--- config.mk ---
export PLATFORM = sky130hd
export DESIGN_NAME = mining_job_loader
export DESIGN_NICKNAME = d
export VERILOG_FILES = /design/src/rtl/mining_job_loader.sv
export SDC_FILE = /design/constraint.sdc
export NUM_CORES = 2
export LEC_CHECK = 0
export BUFFER_PORTS_ARGS = -buffer_cell sky130_fd_sc_hd__clkbuf_2
export CORE_AREA = 2 2 714 716
export CTS_CLUSTER_SIZE = 14
export DETAILED_ROUTE_END_ITERATION = 10
export DIE_AREA = 0 0 716 718
export PLACE_DENSITY = 0.36
export SYNTH_ARGS = -nofsm -noshare
export SYNTH_HDL_FRONTEND = slang
export SYNTH_SLANG_ARGS = --single-unit
--- constraint.sdc ---
create_clock -name clk -period 7.45 [get_ports clk]
set_input_delay 0.745 -clock clk [delete_from_list [all_inputs] [get_ports clk]]
set_output_delay 0.745 -clock clk [all_outputs]
set_load 0.1 [all_outputs]
--- src/rtl/mining_job_loader.sv ---
// mining_job_loader: collects an 80-byte block header from a byte stream, builds
// the 640-bit header template and target, then runs the start/found/exhausted
// handshake with the miner and returns the outcome on a valid/ready result port.
// Optional feature macro: MINING_JOB_LOADER_NBITS_EN. When defined, the target is
// decoded from the header nBits field (bytes 72..75). When undefined, the target
// is the explicit target_in sampled together with header byte 79.
module mining_job_loader #(
  parameter logic [31:0] DEFAULT_MAX_NONCE = 32'hFFFF_FFFF
) (
  input  logic         clk,
  input  logic         rst_n,
  input  logic         s_valid,
  input  logic [7:0]   s_data,
  input  logic         s_last,
  output logic         s_ready,
  input  logic [31:0]  max_nonce_in,
  input  logic [255:0] target_in,
  output logic         miner_start,
  output logic [639:0] header_template,
  output logic [255:0] target,
  output logic [31:0]  max_nonce,
  input  logic         miner_busy,
  input  logic         miner_found,
  input  logic         miner_exhausted,
  input  logic [31:0]  miner_nonce,
  input  logic [255:0] miner_hash,
  output logic         res_valid,
  input  logic         res_ready,
  output logic         res_found,
  output logic [31:0]  res_nonce,
  output logic [255:0] res_hash,
  output logic         frame_err
);

  typedef enum logic [2:0] {COLLECT, DRAIN, DECODE, MINE, RELEASE, REPORT} state_e;

  state_e         state_q, state_d;
  logic [6:0]     count_q;
  logic [639:0]   header_q;
  logic [255:0]   target_q;
  logic [31:0]    maxNonce_q;
  logic           frameErr_q;
  logic           resFound_q;
  logic [31:0]    resNonce_q;
  logic [255:0]   resHash_q;

  logic           byteFire;
  logic           lastByte;
  logic           minerDone;
  logic [9:0]     wrLsb;

  assign byteFire  = s_valid && s_ready;
  assign lastByte  = (count_q == 7'd79);
  assign minerDone = miner_found || miner_exhausted;
  // Byte k lives at bits [639-8k -: 8], i.e. its LSB sits at 8*(79-k).
  assign wrLsb     = {7'd79 - count_q, 3'b000};

`ifdef MINING_JOB_LOADER_NBITS_EN
  logic           decFirst_q;
  logic           shiftLeft_q;
  logic [4:0]     shiftCnt_q;
  logic [7:0]     nbE;
  logic [23:0]    nbM;
  logic           nbBad;
  logic [4:0]     nbShift;

  // nBits is little-endian in the header: bytes 72..74 mantissa, byte 75 exponent.
  assign nbE     = header_q[39:32];
  assign nbM     = {header_q[47:40], header_q[55:48], header_q[63:56]};
  assign nbBad   = (nbE > 8'd32) || nbM[23];
  assign nbShift = (nbE > 8'd3) ? 5'(nbE - 8'd3) : 5'(8'd3 - nbE);
`endif

  // State register.
  always_ff @(posedge clk or negedge rst_n) begin
    if (!rst_n) begin
      state_q <= COLLECT;
    end else begin
      state_q <= state_d;
    end
  end

  // Next-state logic for the job lifecycle.
  always_comb begin
    state_d = state_q;
    case (state_q)
      COLLECT: begin
        if (byteFire && lastByte) begin
          state_d = s_last ? DECODE : DRAIN;
        end
      end
      DRAIN: begin
        if (byteFire && s_last) begin
          state_d = COLLECT;
        end
      end
      DECODE: begin
`ifdef MINING_JOB_LOADER_NBITS_EN
        if (decFirst_q) begin
          if (nbBad) begin
            state_d = COLLECT;
          end else if (nbShift == 5'd0) begin
            state_d = MINE;
          end
        end else if (shiftCnt_q == 5'd1) begin
          state_d = MINE;
        end
`else
        state_d = MINE;
`endif
      end
      MINE: begin
        if (minerDone) begin
          state_d = RELEASE;
        end
      end
      RELEASE: begin
        if (!miner_busy && !minerDone) begin
          state_d = REPORT;
        end
      end
      REPORT: begin
        if (res_ready) begin
          state_d = COLLECT;
        end
      end
      default: state_d = COLLECT;
    endcase
  end

  // Handshake outputs decoded straight from the current state.
  always_comb begin
    s_ready     = 1'b0;
    miner_start = 1'b0;
    res_valid   = 1'b0;
    case (state_q)
      COLLECT, DRAIN: s_ready     = 1'b1;
      MINE:           miner_start = 1'b1;
      REPORT:         res_valid   = 1'b1;
      default: ;
    endcase
  end

  // Datapath: header assembly, job capture, target decode and result capture.
  always_ff @(posedge clk or negedge rst_n) begin
    if (!rst_n) begin
      count_q     <= '0;
      header_q    <= '0;
      target_q    <= '0;
      maxNonce_q  <= '0;
      frameErr_q  <= 1'b0;
      resFound_q  <= 1'b0;
      resNonce_q  <= '0;
      resHash_q   <= '0;
`ifdef MINING_JOB_LOADER_NBITS_EN
      decFirst_q  <= 1'b0;
      shiftLeft_q <= 1'b0;
      shiftCnt_q  <= '0;
`endif
    end else begin
      frameErr_q <= 1'b0;
      case (state_q)
        COLLECT: begin
          if (byteFire) begin
            header_q[wrLsb +: 8] <= s_data;
            if (lastByte) begin
              count_q <= '0;
              if (s_last) begin
                maxNonce_q <= (max_nonce_in == 32'd0) ? DEFAULT_MAX_NONCE : max_nonce_in;
`ifdef MINING_JOB_LOADER_NBITS_EN
                decFirst_q <= 1'b1;
`else
                target_q   <= target_in;
`endif
              end else begin
                frameErr_q <= 1'b1;
              end
            end else if (s_last) begin
              frameErr_q <= 1'b1;
              count_q    <= '0;
            end else begin
              count_q <= count_q + 7'd1;
            end
          end
        end
`ifdef MINING_JOB_LOADER_NBITS_EN
        DECODE: begin
          decFirst_q <= 1'b0;
          if (decFirst_q) begin
            if (nbBad) begin
              frameErr_q <= 1'b1;
            end else begin
              target_q    <= {232'd0, nbM};
              shiftCnt_q  <= nbShift;
              shiftLeft_q <= (nbE > 8'd3);
            end
          end else begin
            target_q   <= shiftLeft_q ? (target_q << 8) : (target_q >> 8);
            shiftCnt_q <= shiftCnt_q - 5'd1;
          end
        end
`endif
        MINE: begin
          if (minerDone) begin
            resFound_q <= miner_found;
            resNonce_q <= miner_found ? miner_nonce : 32'd0;
            resHash_q  <= miner_hash;
          end
        end
        default: ;
      endcase
    end
  end

  assign header_template = header_q;
  assign target          = target_q;
  assign max_nonce       = maxNonce_q;
  assign frame_err       = frameErr_q;
  assign res_found       = resFound_q;
  assign res_nonce       = resNonce_q;
  assign res_hash        = resHash_q;

endmodule
==> impl_results.md <==
* Num CTS Buffers at 169
* Wire length per cell at around 29 um
* Pin count of the biggest net entering global routing at approximately 170
* Clock root buffer: clkbuf_16
* Met3 GRT Util at 0.0578
* Starting Density at 0.0950
* RD Place Congestion at roughly 0.92
* Clock buffer depth at 4
* Critical path startpoint category: register
* Switch Pwr at around 10 mW
* Crit share post-route at 0.586
* Initial antenna violation count at about 110
* Die area at between 0.5 and 0.6 mm^2
* Top_reg_cell synth: dfrtp_1
* Register area share after synthesis at 0.638
* Final setup vio count at 0
* Cell Area, Synth at between 0.04 and 0.05 mm^2
* Sw Share at 0.438
* Critical path class: reg2reg
* Die height at approximately 720 um
* Via count at between 40,000 and 50,000
* Status: complete, no violations
* P_int at 13.2 mW
* Min-Delay Path Class: in2reg
* Register share of total power at 0.322
* Iteration-0 DRC Markers at between 2,000 and 3,000
* Commonest non-fill, non-tap cells in the layout: clkbuf_2, dfrtp_1, nand2_1
* Commonest non-fill, non-tap cell in the layout: clkbuf_2
* Number of synthesized flops with an enable pin at 0
* Rel. slew slack at 0.263
* DRT Pass-1 Iters at 5
* Final hold vios at 0
* Worst Path Arrival at a little over 5 ns
* Tot GR Track Use at 0.140
* First-pass GRT wire length at ~470 mm
* Via density at approximately 3.2
* Fmax at about 230 MHz
* RSZ-0062 raised after global routing: false
* Post-synth net total at between 4,000 and 5,000
* NumNets Final at 6,553
* CTS clk-pin slew, worst paths at approximately 0.06 ns
* Placement Rows at approximately 260
* Synthesized flop and latch total at between 1,000 and 1,500
* Synth warnings at 0
* Worst vdd ir at approximately 0.24 mV
* Post-Syn Instances at between 3,000 and 4,000
* Yosys cell types at 58
* Worst slew pin tran at 1.10 ns
* Setup TNS at 0 ns
* Post-route core utilization at 0.145
* Remaining DRCs at 0
* Final ANT Viol Nets at 0
* Grt met1 use at 0.164
* # H-tree levels at 4
* Max-slew violations at 0
* GR peak layer: met2
* CP Capture Type: register
* Final WL at about 370 mm
* Gate power share at 0.308
* Vias in the first global route at 41,400
* Met2 GRT Util at 0.223
* Die X at 716 um
* Area growth syn-to-layout at 52.9%
* CTS tree: built
* Layout cell share with drive strength beyond 1 at 0.470
* CTS Sinks at between 1,000 and 1,500
* Clk_skew at 0.102 ns
* Final min period at 4.37 ns
* CP Max Fanout at 18
* Clk Latency, worst-skew pair at around 0.90 ns
* Core box area at approximately 0.51 mm^2
* Post-synth ARST share at 1.00
* Clock power share at 0.370
* CP Data Required Time at slightly above 8 ns
* Power Dens Cells at 319 mW/mm^2
* Max cap viols at 0
* DP Wirelength at about 310 mm
* IO Count at around 1,800
* Syn Area/Cell at 12.3 um^2
* Remaining global-route overflow at 0
* Port-buffer cells at 1,812
* Static Leakage at approximately 37 nW
[per-layer routing]
layer,wire length [um],part of all wire
met5,182,0.00049
met4,19200,0.051
met3,38600,0.10
met2,169000,0.45
met1,146000,0.39
[what timing repair did]
action,in CTS,in global routing
hold endpoints to repair,315,0
buffers inserted,0,0
hold buffers,239,0
resized for setup,0,0
[per-stage QoR]
stage / hold WS [ns] / worst slack [ns] / cell area, um^2 / power, mW / cells
3_5_place_dp: 0.462 / 2.96 / 65400 / 14.9 / 12300
3_3_place_gp: 0.460 / 2.93 / 65400 / 14.9 / 12300
5_1_grt: 0.0226 / 2.68 / 73600 / 24.5 / 12800
2_1_floorplan: 0.449 / 4.48 / 48200 / 12.3 / 3906
4_1_cts: 0.000244 / 2.92 / 73600 / 24.0 / 12800
6_report: 0.110 / 3.08 / 73700 / 23.5 / 12900
[worst max-delay path, cell delays in order (launching register included)]
cell     delay [ns]
dfrtp_1        0.86
inv_1          0.10
ha_1           0.27
ha_1           0.44
xor2_2         0.59
o211a_1        0.78
nand2_1        0.74
o21ai_0        0.41
[final cells by class]
| cell class | instances | area, um^2 |
|---|---|---|
| well taps | 6732 | 8420 |
| fillers | 57500 | 433000 |
| flip-flops and latches | 1228 | 30700 |
| repair buffers | 2129 | 12200 |
| inverters | 8 | 30.0 |
| clock inverters | 58 | 843 |
| diodes | 41 | 103 |
| clock buffers | 247 | 4950 |
| multi-input cells | 2418 | 16400 |
[synthesized netlist by cell type (all sizes together) (3+ instances only)]
cell type  instances  area, um^2
buf               85         568
and2              40         250
mux2             656        7560
a31o               3        26.3
o21ai            443        2220
inv                8        30.0
nor4              24         150
clkbuf           167         627
nand3             39         210
nor2              91         347
a31oi              3        31.3
a21o              19         143
ha                 7        87.6
or3               21         131
and3              42         263
a21oi             34         170
nor3              32         463
nand2            845        3180
or2               10        62.6
xnor2              7        68.8
a22o              32         280
nand2b            16         100
nand4             12        96.3
o31ai             20         150
dfrtp           1228       30700
[final timing paths]
path | from | to | slack, ns | cells past startpoint
min in group asynchronous | rst_n | target[131] | 0.49 | 2
max | count_q[4] | header_template[338] | 3.08 | 7
min reg2reg | res_hash[23] | res_hash[23] | 0.47 | 2
min | target_in[9] | target[9] | 0.11 | 2
max reg2reg | count_q[4] | header_template[338] | 3.08 | 7
max in group asynchronous | rst_n | header_template[519] | 5.07 | 4
[kinds of logic after synthesis]
group / share of synthesized area
buffers and inverters: 0.0254
AO/OA/AOI/OAI: 0.0655
flip-flops: 0.638
XOR/XNOR: 0.00210
multiplexers: 0.157
AND/OR/NAND/NOR: 0.111
adder cells (fa/ha/maj): 0.00182
[registers in the layout (all words and copies together), names as in the netlist]
register	flops
res_found	1
res_nonce	32
header_template	640
max_nonce	32
state_q	3
frame_err	1
count_q	7
res_hash	256
target	256
[power groups by stage]
stage	Clock (mW)	Combinational (mW)	Sequential [mW]
CTS	9.02	7.36	7.57
detailed placement	0	7.23	7.67
floorplan	0	0.951	11.4
global placement	0	7.25	7.67
finish	8.70	7.24	7.57
global route	9.26	7.56	7.64
Power figures use the tool's default switching activity.
